**src/rtl/uart_rx_ctrl.sv**
```systemverilog
// uart_rx_ctrl -- UART receive controller (8 data bits, 1 stop bit, optional
// even parity). Oversampled framing FSM that drives an external 8-bit shift
// datapath and owns the holding register and the sticky error flags.
//
// Optional feature macro: UART_RX_PARITY_EN
//   defined   -> a PARITY bit follows the data bits and is checked for even
//                parity against shift_data
//   undefined -> DATA goes straight to STOP and parity_err is tied low
//
// Ports:
//   clk          system clock, rising edge
//   rst          synchronous active-high reset
//   tick         one-clk oversample strobe, OVS per bit period
//   rx           raw asynchronous serial line, idle high
//   sample       one-clk strobe to the datapath at each data-bit mid-point
//   shift_clr    one-clk strobe clearing the datapath bit index and register
//   shift_data   parallel byte from the datapath (LSB received first)
//   rx_data      holding register
//   rx_valid     holding register full
//   rx_ready     consumer ready
//   frame_err    sticky: stop bit sampled low
//   overrun_err  sticky: byte completed while holding register full
//   parity_err   sticky: parity mismatch
//   err_clr      one-clk clear of all sticky errors
//   fsm_state    debug view of the FSM state
//                (0 IDLE, 1 START, 2 DATA, 3 PARITY, 4 STOP, 5 BREAK)
//
// Handshake: rx_data is transferred on every clk edge where rx_valid and
// rx_ready are both high; rx_valid then drops on that edge unless a new
// byte completes in the same clk, in which case the new byte is loaded and
// rx_valid stays high. rx_data is stable while rx_valid is high.
module uart_rx_ctrl #(
  parameter int OVS = 16
) (
  input  logic       clk,
  input  logic       rst,
  input  logic       tick,
  input  logic       rx,
  output logic       sample,
  output logic       shift_clr,
  input  logic [7:0] shift_data,
  output logic [7:0] rx_data,
  output logic       rx_valid,
  input  logic       rx_ready,
  output logic       frame_err,
  output logic       overrun_err,
  output logic       parity_err,
  input  logic       err_clr,
  output logic [2:0] fsm_state
);

  localparam int CW = $clog2(OVS);
  localparam logic [CW-1:0] CNT_MID = CW'(OVS / 2 - 1);
  localparam logic [CW-1:0] CNT_END = CW'(OVS - 1);

  typedef enum logic [2:0] {
    IDLE   = 3'd0,
    START  = 3'd1,
    DATA   = 3'd2,
`ifdef UART_RX_PARITY_EN
    PARITY = 3'd3,
`endif
    STOP   = 3'd4,
    BREAK  = 3'd5
  } state_t;

`ifdef UART_RX_PARITY_EN
  localparam state_t AFTER_DATA = PARITY;
`else
  localparam state_t AFTER_DATA = STOP;
`endif

  state_t        state, state_nxt;
  logic [CW-1:0] cnt, cnt_nxt;
  logic [2:0]    bit_cnt, bit_cnt_nxt;
  logic [1:0]    sync_q;
  logic          rx_s;
  logic          complete;
  logic          done_q;
  logic          frame_evt;
  logic          overrun_evt;
`ifdef UART_RX_PARITY_EN
  logic          parity_evt;
`endif

  assign rx_s      = sync_q[1];
  assign fsm_state = state;

  // Next-state and strobes. Everything is qualified by tick, so the counter
  // only advances at the oversample rate. Strobes are suppressed during rst.
  always_comb begin
    state_nxt   = state;
    cnt_nxt     = cnt;
    bit_cnt_nxt = bit_cnt;
    sample      = 1'b0;
    shift_clr   = 1'b0;
    complete    = 1'b0;
    frame_evt   = 1'b0;
`ifdef UART_RX_PARITY_EN
    parity_evt  = 1'b0;
`endif
    if (tick && !rst) begin
      case (state)
        IDLE: begin
          if (!rx_s) begin
            state_nxt = START;
            cnt_nxt   = '0;
          end
        end
        START: begin
          if (cnt == CNT_MID) begin
            cnt_nxt = '0;
            if (!rx_s) begin
              state_nxt   = DATA;
              bit_cnt_nxt = 3'd0;
              shift_clr   = 1'b1;
            end else begin
              state_nxt = IDLE;  // glitch: line back high at start mid-point
            end
          end else begin
            cnt_nxt = cnt + CW'(1);
          end
        end
        DATA: begin
          if (cnt == CNT_END) begin
            sample      = 1'b1;
            cnt_nxt     = '0;
            bit_cnt_nxt = bit_cnt + 3'd1;
            if (bit_cnt == 3'd7) state_nxt = AFTER_DATA;
          end else begin
            cnt_nxt = cnt + CW'(1);
          end
        end
`ifdef UART_RX_PARITY_EN
        PARITY: begin
          if (cnt == CNT_END) begin
            // Even parity: the parity bit equals the XOR of the data bits.
            parity_evt = (rx_s != ^shift_data);
            cnt_nxt    = '0;
            state_nxt  = STOP;
          end else begin
            cnt_nxt = cnt + CW'(1);
          end
        end
`endif
        STOP: begin
          if (cnt == CNT_END) begin
            cnt_nxt = '0;
            if (rx_s) begin
              complete  = 1'b1;
              state_nxt = IDLE;
            end else begin
              frame_evt = 1'b1;
              state_nxt = BREAK;
            end
          end else begin
            cnt_nxt = cnt + CW'(1);
          end
        end
        BREAK: begin
          if (rx_s) state_nxt = IDLE;
        end
        default: begin
          state_nxt = IDLE;
          cnt_nxt   = '0;
        end
      endcase
    end
  end

  always_ff @(posedge clk) begin
    if (rst) begin
      sync_q  <= 2'b11;
      state   <= IDLE;
      cnt     <= '0;
      bit_cnt <= 3'd0;
      done_q  <= 1'b0;
    end else begin
      sync_q  <= {sync_q[0], rx};
      state   <= state_nxt;
      cnt     <= cnt_nxt;
      bit_cnt <= bit_cnt_nxt;
      done_q  <= complete;  // holding register loads one clk after completion
    end
  end

  assign overrun_evt = done_q && rx_valid && !rx_ready;

  always_ff @(posedge clk) begin
    if (rst) begin
      rx_data  <= 8'h00;
      rx_valid <= 1'b0;
    end else if (done_q && (!rx_valid || rx_ready)) begin
      rx_data  <= shift_data;
      rx_valid <= 1'b1;
    end else if (rx_valid && rx_ready) begin
      rx_valid <= 1'b0;
    end
  end

  // Sticky flags: a new error event in the same clk as err_clr wins.
  always_ff @(posedge clk) begin
    if (rst) begin
      frame_err   <= 1'b0;
      overrun_err <= 1'b0;
    end else begin
      frame_err   <= frame_evt   | (frame_err   & ~err_clr);
      overrun_err <= overrun_evt | (overrun_err & ~err_clr);
    end
  end

`ifdef UART_RX_PARITY_EN
  always_ff @(posedge clk) begin
    if (rst) parity_err <= 1'b0;
    else     parity_err <= parity_evt | (parity_err & ~err_clr);
  end
`else
  assign parity_err = 1'b0;
`endif

endmodule

```
**config.mk**
```make
export PLATFORM = sky130hd
export DESIGN_NAME = uart_rx_ctrl
export DESIGN_NICKNAME = d
export VERILOG_FILES = /design/src/rtl/uart_rx_ctrl.sv
export SDC_FILE = /design/constraint.sdc
export NUM_CORES = 1
export LEC_CHECK = 0
export CAP_MARGIN = 20
export CORE_ASPECT_RATIO = 1.4
export CORE_UTILIZATION = 25
export CTS_BUF_LIST = sky130_fd_sc_hd__clkbuf_8
export DETAILED_ROUTE_END_ITERATION = 8
export GPL_TIMING_DRIVEN = 0
export PLACE_DENSITY = 0.51
export SKIP_CTS_REPAIR_TIMING = 1
export SKIP_LAST_GASP = 1
export SLEW_MARGIN = 15
export SYNTH_ARGS = -nofsm -noshare
export SYNTH_HDL_FRONTEND = slang
export SYNTH_SLANG_ARGS = --single-unit
```
**constraint.sdc**
```tcl
create_clock -name clk -period 1.6 [get_ports clk]
set_input_delay 0.24 -clock clk [delete_from_list [all_inputs] [get_ports clk]]
set_output_delay 0.24 -clock clk [all_outputs]
set_load 0.005 [all_outputs]
```
==> qor.csv, run 1 <==
metric;value;unit
die-area;0.004832;mm²
cp.arrival;1.62;ns
detailedPlacementHpwl;2111;µm
internal;0.8894;mW
tightestPinTransition;0.5625;ns
gate_count_after_technology_mapping;132;
die-height;81.85;µm
clockPowerShare;0.359;
root_buffer;sky130_fd_sc_hd__clkbuf_8;
route.detailed.vias_per_inst;4.859;
layout-drive-gt1-share;0.3039;
irDropWorstVdd;252.4;µV
post_synth_instance_area;0.001139;mm²
floorplan.core_area;0.004309;mm²
syn2layout_area_growth;61.87;%
die_w;59.04;µm
critical_path_class;reg -> out;
synth_seq_cells;24;
route.detailed.drc;0;
synth_enable_flop_cells;0;
p_comb_frac;0.119;
finalHoldViolations;0;
port_buffers;28;
worst_setup_path_endpoint;sample;
cts-buffers-inserted;3;
clkSinkCount;24;
endpoint_kind;primary output;
library_cells_used_by_synthesis;37;
violated_checks;setup timing;
synth_ff_type;sky130_fd_sc_hd__dfxtp_1;
required_arrival_time_at_the_worst_endpoint;1.36;ns
unrepaired_setup_endpoints_after_global_routing;yes;
synth_seq_area_share;0.4220;
first_global_vias;1023;
synth-async-reset-ratio;0;
route.final.wire_length;3364;µm
route.detailed.wl_per_inst;13.96;µm
power_per_cell_area;624.7;mW/mm²
worstHoldPathType;in -> reg;
clock_skew;0.001469;ns
path_cells;buf_8, nor4b_4, a31oi_1, nor3_2, buf_4, nor2b_1, buf_2;
slew-limit-headroom;0.6250;
netSwitchingFraction;0.2275;
n_antenna_cell;0;
cp-startpoint;fsm_state[0]$_SDFFE_PP0P_;
drt_pass1_iterations;4;
finalCriticalPeriod;1.864;ns
grt_start_max_net_pins;14;
ctsHtreeMaxLevel;1;
dp_cells;220;
drtIter0Drc;41;
cts_tree;yes;
clock_tree.buffer_depth;2;
most_frequent_cells_in_the_layout;sky130_fd_sc_hd__clkdlybuf4s50_1, sky130_fd_sc_hd__nor2_1, sky130_fd_sc_hd__buf_4, sky130_fd_sc_hd__dfxtp_1, sky130_fd_sc_hd__mux2i_1;
postLayoutCoreUtil;0.4277;
timing.critical_path.fanout_max;5;
final_common_cell;sky130_fd_sc_hd__clkdlybuf4s50_1;
status;finished with violations;
fmax;536.5;MHz
cap_viol_max_count;0;
reg2reg_launch_point;fsm_state[0]$_SDFFE_PP0P_;
design.final.nets;199;
total_switching_power;0.2619;mW
timing.reg2reg.setup_slack;-0.21;ns
clkTransAtPathRegs;0.08;ns
worst_path_max_delay_cell;sky130_fd_sc_hd__dfxtp_4;
drv_slew;0;
total_grt_usage;0.1215;
setup_viol_count_final;8;
final.period_utilization;1.165;
fin_cells;241;
postSynthNetCount;149;
seqPwrFrac;0.523;
globalRouteOverflowTotal;0;
final.setup.worst_slack;-0.2638;ns
power.leakage;0.7370;nW
initial_utilization;0.2642;
timing.reg2reg.worst_path_depth;5;
floorplan.rows;28;
first_pass_grt_wire_length;4512;µm
regToRegEndpoint;cnt[3]$_SDFFE_PP0P_;
syn_avg_cell_area;8.626;µm²
clkLatencyLatePin;0.27;ns
synthesis.yosys.warnings;0;
setup.worst_path.start_class;flop;
antenna_found_initial;0;
fin_worst_hold_slack;0.3882;ns
critical_path.max_stage_delay;0.38;ns
ios;31;
vias;1171;
globalplace.congestion;0.7951;
drtAntennaViolNets;0;
[layout make-up]
cell class                      instances  area [µm²]
Buffer                                  7       56.30
Clock buffer                            4       55.05
Fill cell                             446        2466
Inverter                                6       22.52
Multi-Input combinational cell         94       720.7
Sequential cell                        24       500.5
Tap cell                               60       75.07
Timing Repair Buffer                   46       412.9
[how the worst min path moves through the flow]
stage / from / end / cells past startpoint
2_1_floorplan: rx / sync_q[0]$_SDFF_PP1_ / 1
3_3_place_gp: sync_q[0]$_SDFF_PP1_ / sync_q[1]$_SDFF_PP1_ / 1
3_5_place_dp: sync_q[0]$_SDFF_PP1_ / sync_q[1]$_SDFF_PP1_ / 1
4_1_cts: sync_q[0]$_SDFF_PP1_ / sync_q[1]$_SDFF_PP1_ / 1
5_1_grt: tick / fsm_state[2]$_SDFFE_PP0P_ / 3
6_report: tick / fsm_state[2]$_SDFFE_PP0P_ / 3
[flip-flops by register name, summed over array words and instances, names as in the netlist, 2 cells and up]
name,cells
sync_q,2
rx_data,8
cnt,4
fsm_state,3
bit_cnt,3
[cell families (layout without fill, tap and decap cells)]
| kind of cell | Yosys count | after routing | synth area share |
|---|---|---|---|
| simple gates | 52 | 52 | 0.2352 |
| compound gates | 27 | 28 | 0.1626 |
| flops | 24 | 24 | 0.4220 |
| buf+inv | 15 | 63 | 0.05714 |
| mux | 9 | 9 | 0.07912 |
| fa+ha+maj | 3 | 3 | 0.03297 |
| other cells | 1 | 1 | 0.003294 |
| xor+xnor | 1 | 1 | 0.007694 |
[worst max-delay path: cells and delay by family, from the launching register on]
family / cells / cell delay (ns)
simple gates: 3 / 0.51
flops: 1 / 0.38
buf+inv: 3 / 0.38
compound gates: 1 / 0.09
[layer usage]
| metal | GRT usage | vias up | share of wire |
|---|---|---|---|
| met5 | 0 | - | 0 |
| met4 | 0.04286 | 0 | 0.043 |
| met3 | 0.02205 | 12 | 0.051 |
| met2 | 0.2420 | 49 | 0.55 |
| met1 | 0.1219 | 541 | 0.36 |
| li1 | - | 569 | - |
[synth_stat cells (2+ instances only)]
master	instances	area, µm²
sky130_fd_sc_hd__a2111oi_0	2	17.52
sky130_fd_sc_hd__nand2b_1	4	25.02
sky130_fd_sc_hd__a311oi_1	2	17.52
sky130_fd_sc_hd__buf_2	4	20.02
sky130_fd_sc_hd__a21oi_1	8	40.04
sky130_fd_sc_hd__clkbuf_1	4	15.01
sky130_fd_sc_hd__nand3_1	4	20.02
sky130_fd_sc_hd__or3_1	2	12.51
sky130_fd_sc_hd__and3_1	2	12.51
sky130_fd_sc_hd__ha_1	3	37.54
sky130_fd_sc_hd__a31oi_1	3	18.77
sky130_fd_sc_hd__nor2b_1	2	12.51
sky130_fd_sc_hd__mux2i_1	9	90.09
sky130_fd_sc_hd__o31ai_1	2	15.01
sky130_fd_sc_hd__nor3_1	2	10.01
sky130_fd_sc_hd__a311o_1	2	20.02
sky130_fd_sc_hd__or2_2	2	12.51
sky130_fd_sc_hd__dfxtp_1	24	480.5
sky130_fd_sc_hd__inv_1	5	18.77
sky130_fd_sc_hd__nand2_1	4	15.01
sky130_fd_sc_hd__or4_1	2	15.01
sky130_fd_sc_hd__nand4_1	3	18.77
sky130_fd_sc_hd__nor2_1	21	78.83
sky130_fd_sc_hd__o21ai_0	3	15.01
[power by group through the flow]
stage / Combinational (mW) / Clock (mW) / Sequential [mW]
finish: 0.137 / 0.413 / 0.602
global route: 0.144 / 0.464 / 0.603
CTS: 0.0959 / 0.433 / 0.606
detailed placement: 0.0950 / 0 / 0.620
global placement: 0.0944 / 0 / 0.620
floorplan: 0.0465 / 0 / 0.618
[through the flow]
| stage | cell area, µm² | TNS (ns) | total power [mW] | setup slack, ns |
|---|---|---|---|---|
| 6_report | 1843 | -0.9031 | 1.151 | -0.2638 |
| 5_1_grt | 1843 | -1.509 | 1.211 | -0.3317 |
| 2_1_floorplan | 1162 | -0.03606 | 0.6649 | -0.02658 |
| 4_1_cts | 1573 | -2.988 | 1.135 | -1.002 |
| 3_3_place_gp | 1518 | -5.592 | 0.7146 | -0.7674 |
| 3_5_place_dp | 1518 | -6.083 | 0.7153 | -0.7811 |
Note: power is estimated with default switching activity, not from simulation.
==> run 2, diff against run 1 <==
- GPL_ROUTABILITY_DRIVEN: unset -> 0
- SETUP_SLACK_MARGIN: unset -> 0.2
==> run 2 against run 1 <==
Compared with the run above: the flow still finishes with violations (setup timing); final area is 2.0% lower; register-to-register slack better by 0.08 ns; non-clock buffer count shrank 1; sequential share of layout area grew 0.50 points; sequential power hardly changed; via count shrank 4.8%; routed wire length fell by 17%; die area unchanged; critical endpoint unchanged; largest cell class unchanged; largest power group unchanged.
==> qor.csv, run 2 (same netlist as run 1, synthesis figures left out) <==
metric;value;unit;change
status;finished with violations;;
violated_checks;setup timing;;
fin_worst_hold_slack;0.3833;ns;-0.004909 ns
grt_start_max_net_pins;13;;-1
initial_utilization;0.2642;;unchanged
path_cells;buf_6, nor4b_4, a31oi_1, nor3_2, nor2b_2, clkbuf_2;;
drv_slew;0;;unchanged
final.setup.worst_slack;-0.1534;ns;+0.1103 ns
finalCriticalPeriod;1.753;ns;-0.1103 ns
cts_tree;yes;;
n_fill_cell;431;;-3.4%
drtIter0Drc;27;;-34%
worst_path_max_delay_cell;sky130_fd_sc_hd__dfxtp_2;;
final.period_utilization;1.096;;-0.06896
die-height;81.85;µm;unchanged
cap_viol_max_count;0;;unchanged
root_buffer;sky130_fd_sc_hd__clkbuf_8;;
die_w;59.04;µm;unchanged
die-area;0.004832;mm²;unchanged
slew-limit-headroom;0.6548;;+0.02980
route.final.wire_length;2798;µm;-17%
ctsHtreeMaxLevel;1;;unchanged
finalInstanceArea;0.001805;mm²;-2.0%
placed_area;0.001579;mm²;+4.0%
floorplan.core_area;0.004309;mm²;unchanged
clock_skew;0.001909;ns;+0.0004396 ns
timing.setup.tns;-0.6701;ns;+0.2329 ns
port_buffers;28;;unchanged
tightestPinTransition;0.5178;ns;-0.04471 ns
vias;1115;;-4.8%
antenna_found_initial;0;;unchanged
timing.critical_path.fanout_max;6;;+1
finalHoldViolations;0;;unchanged
drt_pass1_iterations;4;;unchanged
most_frequent_cells_in_the_layout;sky130_fd_sc_hd__clkdlybuf4s50_1, sky130_fd_sc_hd__nor2_1, sky130_fd_sc_hd__dfxtp_1, sky130_fd_sc_hd__buf_4, sky130_fd_sc_hd__mux2i_1;;
route.detailed.wl_per_inst;11.76;µm;-16%
final_common_cell;sky130_fd_sc_hd__clkdlybuf4s50_1;;
total_grt_usage;0.1206;;-0.0009382
clkLatencyLatePin;0.26;ns;about the same
layout_top_registers;rx_data x8, cnt x4;;
design.final.nets;197;;-1.0%
unrepaired_setup_endpoints_after_global_routing;yes;;
ios;31;;unchanged
clock_tree.buffer_depth;2;;unchanged
detailedPlacementHpwl;1998;µm;-5.4%
power_per_cell_area;592.8;mW/mm²;-5.1%
n_antenna_cell;0;;unchanged
power;1.070;mW;-7.0%
route.detailed.vias_per_inst;4.685;;-3.6%
regMostFlops;rx_data;;
first_global_vias;1022;;-0.098%
globalRouteOverflowTotal;0;;unchanged
worstHoldPathType;in -> reg;;
endpoint_kind;primary output;;
required_arrival_time_at_the_worst_endpoint;1.36;ns;about the same
critical_path.max_stage_delay;0.32;ns;-0.06 ns
setup.worst_path.start_class;flop;;
setup_viol_count_final;7;;-1
syn2layout_area_growth;58.57;%;
fmax;570.3;MHz;+6.3%
drtAntennaViolNets;0;;unchanged
route.detailed.drc;0;;unchanged
irDropWorstVdd;306.8;µV;+22%
clkSinkCount;24;;unchanged
first_pass_grt_wire_length;4443;µm;-1.5%
clkTransAtPathRegs;0.08;ns;about the same
critical_path_class;reg -> out;;
largest_reg_flops;8;;unchanged
cp.arrival;1.51;ns;-0.11 ns
layout-drive-gt1-share;0.2921;;-0.01173
floorplan.rows;28;;unchanged
power.leakage;0.7871;nW;+6.8%
cts-buffers-inserted;3;;unchanged
==> run 2: through the flow <==
step | util | setup slack (ns) | cells
floorplan | - | 0.02065 | 132
global placement | 0.3664 | -0.7418 | 220
detailed placement | 0.3664 | -0.7536 | 220
CTS | 0.3760 | -0.8485 | 223
global route | 0.4190 | -0.2761 | 238
finish | 0.4190 | -0.1534 | 238
==> run 2: area by class of cell <==
type                    instances  area, µm²  area share
flip-flops and latches         24      499.2      0.2765
multi-input cells              93      696.9      0.3860
inverters                       6      22.52     0.01247
clock buffers                   3      41.29     0.02287
plain buffers                   9      71.32     0.03950
repair buffers                 43      399.1      0.2211
well taps                      60      75.07     0.04158
==> run 2: worst max-delay path: cells and delay by family (launching register included) <==
kind / cells / cell delay [ns]
DFF: 1 / 0.32
and+or+nand+nor: 3 / 0.62
buffers and inverters: 2 / 0.23
AOI/OAI and AO/OA: 1 / 0.08
==> run 2: final timing paths <==
path,from,end,slack [ns],cells after the start
setup reg to reg,cnt[0]$_SDFFE_PP0P_,cnt[3]$_SDFFE_PP0P_,-0.13,7
hold reg to reg,sync_q[0]$_SDFF_PP1_,sync_q[1]$_SDFF_PP1_,0.41,1
hold / removal,tick,fsm_state[1]$_SDFFE_PP0P_,0.38,3
setup / recovery,cnt[3]$_SDFFE_PP0P_,sample,-0.15,6
==> run 2: per-layer routing <==
metal	global-route usage	wire length, µm	part of all wire
met1	0.1277	1211	0.43
met2	0.2170	1360	0.49
met3	0.02677	167	0.060
met4	0.06667	59	0.021
met5	0	0	0
==> run 2: where the power goes <==
part	internal (mW)	total, mW	switching (mW)
clock	0.168	0.346	0.178
combinational	0.0687	0.123	0.0538
sequential	0.596	0.601	0.00543
==> run 3, diff against run 2 <==
- GPL_TIMING_DRIVEN: 0 -> unset
==> run 3 against run 2 <==
Compared with the run above: total power up 11%; the flow still finishes with violations (setup timing); clock power increased by 24%; critical endpoint is now cnt[2]$_SDFFE_PP0P_; final area rose by 14%; clock skew increased by 0.0031 ns; largest power group unchanged; register-to-register slack lost 0.04 ns; die area unchanged; critical path depth unchanged; worst hold slack gained 0.035 ns; sequential share of layout area decreased by 3.7 points.
==> qor.csv, run 3 (same netlist as run 1, synthesis figures left out) <==
metric;value;unit;change
status;finished with violations;;
violated_checks;setup timing;;
vias;1213;;+8.8%
finalInstanceArea;0.002062;mm²;+14%
root_buffer;sky130_fd_sc_hd__clkbuf_8;;
route.detailed.vias_per_inst;4.738;;+1.1%
clock_skew;0.004985;ns;+0.003076 ns
die-area;0.004832;mm²;unchanged
detailedPlacementHpwl;2447;µm;+22%
cp.arrival;1.98;ns;+0.47 ns
ctsHtreeMaxLevel;1;;unchanged
floorplan.rows;28;;unchanged
critical_path_class;reg -> reg;;
power.leakage;0.9745;nW;+24%
syn2layout_area_growth;81.10;%;
finalCriticalPeriod;1.767;ns;+0.01310 ns
route.final.wire_length;3523;µm;+26%
cts-buffers-inserted;3;;unchanged
total_grt_usage;0.1368;;+0.01621
route.detailed.wl_per_inst;13.76;µm;+17%
final.setup.worst_slack;-0.1665;ns;-0.01310 ns
largest_reg_flops;8;;unchanged
clkTransAtPathRegs;0.09;ns;about the same
route.detailed.drc;0;;unchanged
unrepaired_setup_endpoints_after_global_routing;yes;;
globalRouteOverflowTotal;0;;unchanged
port_buffers;29;;+3.6%
most_frequent_cells_in_the_layout;sky130_fd_sc_hd__buf_4, sky130_fd_sc_hd__clkdlybuf4s50_1, sky130_fd_sc_hd__nor2_1, sky130_fd_sc_hd__dfxtp_1;;
die_w;59.04;µm;unchanged
timing.reg2reg.setup_slack;-0.17;ns;-0.04 ns
regMostFlops;rx_data;;
power;1.189;mW;+11%
initial_utilization;0.2642;;unchanged
clkLatencyLatePin;0.27;ns;about the same
timing.setup.tns;-0.7327;ns;-0.06260 ns
drv_slew;0;;unchanged
die-height;81.85;µm;unchanged
fmax;566.1;MHz;-0.74%
antenna_found_initial;0;;unchanged
irDropWorstVdd;368.1;µV;+20%
finalHoldViolations;0;;unchanged
worstHoldPathType;reg -> reg;;
drtAntennaViolNets;0;;unchanged
ios;31;;unchanged
clock_tree.buffer_depth;2;;unchanged
layout_top_registers;rx_data x8, cnt x4;;
worstHoldEndpoint;sync_q[1]$_SDFF_PP1_;;
regToRegEndpoint;cnt[2]$_SDFFE_PP0P_;;
required_arrival_time_at_the_worst_endpoint;1.81;ns;+0.45 ns
first_pass_grt_wire_length;5023;µm;+13%
hold_path_startpoint;sync_q[0]$_SDFF_PP1_;;
timing.critical_path.fanout_max;6;;unchanged
timing.reg2reg.worst_path_depth;6;;-1
floorplan.core_area;0.004309;mm²;unchanged
power_per_cell_area;576.8;mW/mm²;-2.7%
drt_pass1_iterations;4;;unchanged
worstHoldPathCells;1;;-2
postLayoutCoreUtil;0.4785;;+0.05952
placed_area;0.001764;mm²;+12%
cap_viol_max_count;0;;unchanged
endpoint_kind;flop;;
reg2reg_launch_point;fsm_state[1]$_SDFFE_PP0P_;;
n_antenna_cell;0;;unchanged
final.period_utilization;1.104;;+0.008187
setup_viol_count_final;8;;+1
setup.worst_path.start_class;flop;;
layout-drive-gt1-share;0.3878;;+0.09562
design.final.nets;214;;+8.6%
dp_worst_setup_slack;-0.5112;ns;+0.2424 ns
cts_tree;yes;;
grt_start_max_net_pins;18;;+5
final_common_cell;sky130_fd_sc_hd__buf_4;;
drtIter0Drc;23;;-15%
clkSinkCount;24;;unchanged
first_global_vias;1198;;+17%
[run 3: power by group]
part           internal [mW]  switching [mW]  total [mW]
logic                 0.0883          0.0681       0.156
clock network          0.220           0.209       0.429
registers              0.599         0.00446       0.604
total                  0.908           0.282        1.19
[run 3: cell type report]
class,instances,area [µm²]
fillers,420,2247
inverters,6,22.52
flip-flops and latches,24,494.2
multi-input cells,93,759.5
repair buffers,69,655.6
clock buffers,4,55.05
well taps,60,75.07
[run 3: critical path, cell delays in order (launching register included)]
cell,delay (ns)
sky130_fd_sc_hd__dfxtp_2,0.38
sky130_fd_sc_hd__buf_12,0.12
sky130_fd_sc_hd__inv_2,0.04
sky130_fd_sc_hd__and3_4,0.16
sky130_fd_sc_hd__a311o_1,0.39
sky130_fd_sc_hd__or4_1,0.49
sky130_fd_sc_hd__a21oi_1,0.13
[run 3: stage by stage]
stage                     hold WS [ns]  cells
after floorplan                 0.3438    132
after global placement          0.4026    241
after detailed placement        0.4003    241
after CTS                       0.4221    245
after global routing            0.4356    256
final                           0.4183    256
[run 3: worst max-delay path by stage]
stage                               from                   to  depth (start not counted)
2_1_floorplan  fsm_state[2]$_SDFFE_PP0P_  cnt[2]$_SDFFE_PP0P_                          5
3_3_place_gp                         rst  cnt[2]$_SDFFE_PP0P_                          6
3_5_place_dp                         rst  cnt[2]$_SDFFE_PP0P_                          6
4_1_cts              cnt[3]$_SDFFE_PP0P_               sample                          5
5_1_grt        fsm_state[1]$_SDFFE_PP0P_  cnt[0]$_SDFFE_PP0P_                          7
6_report       fsm_state[1]$_SDFFE_PP0P_  cnt[2]$_SDFFE_PP0P_                          6
[run 3: per-layer routing]
metal / global-route usage / routed length [µm] / vias up
li1: - / - / 602
met1: 0.1332 / 1435 / 562
met2: 0.2830 / 1896 / 43
met3: 0.01890 / 130 / 6
met4: 0.04524 / 59 / 0
met5: 0 / 0 / -
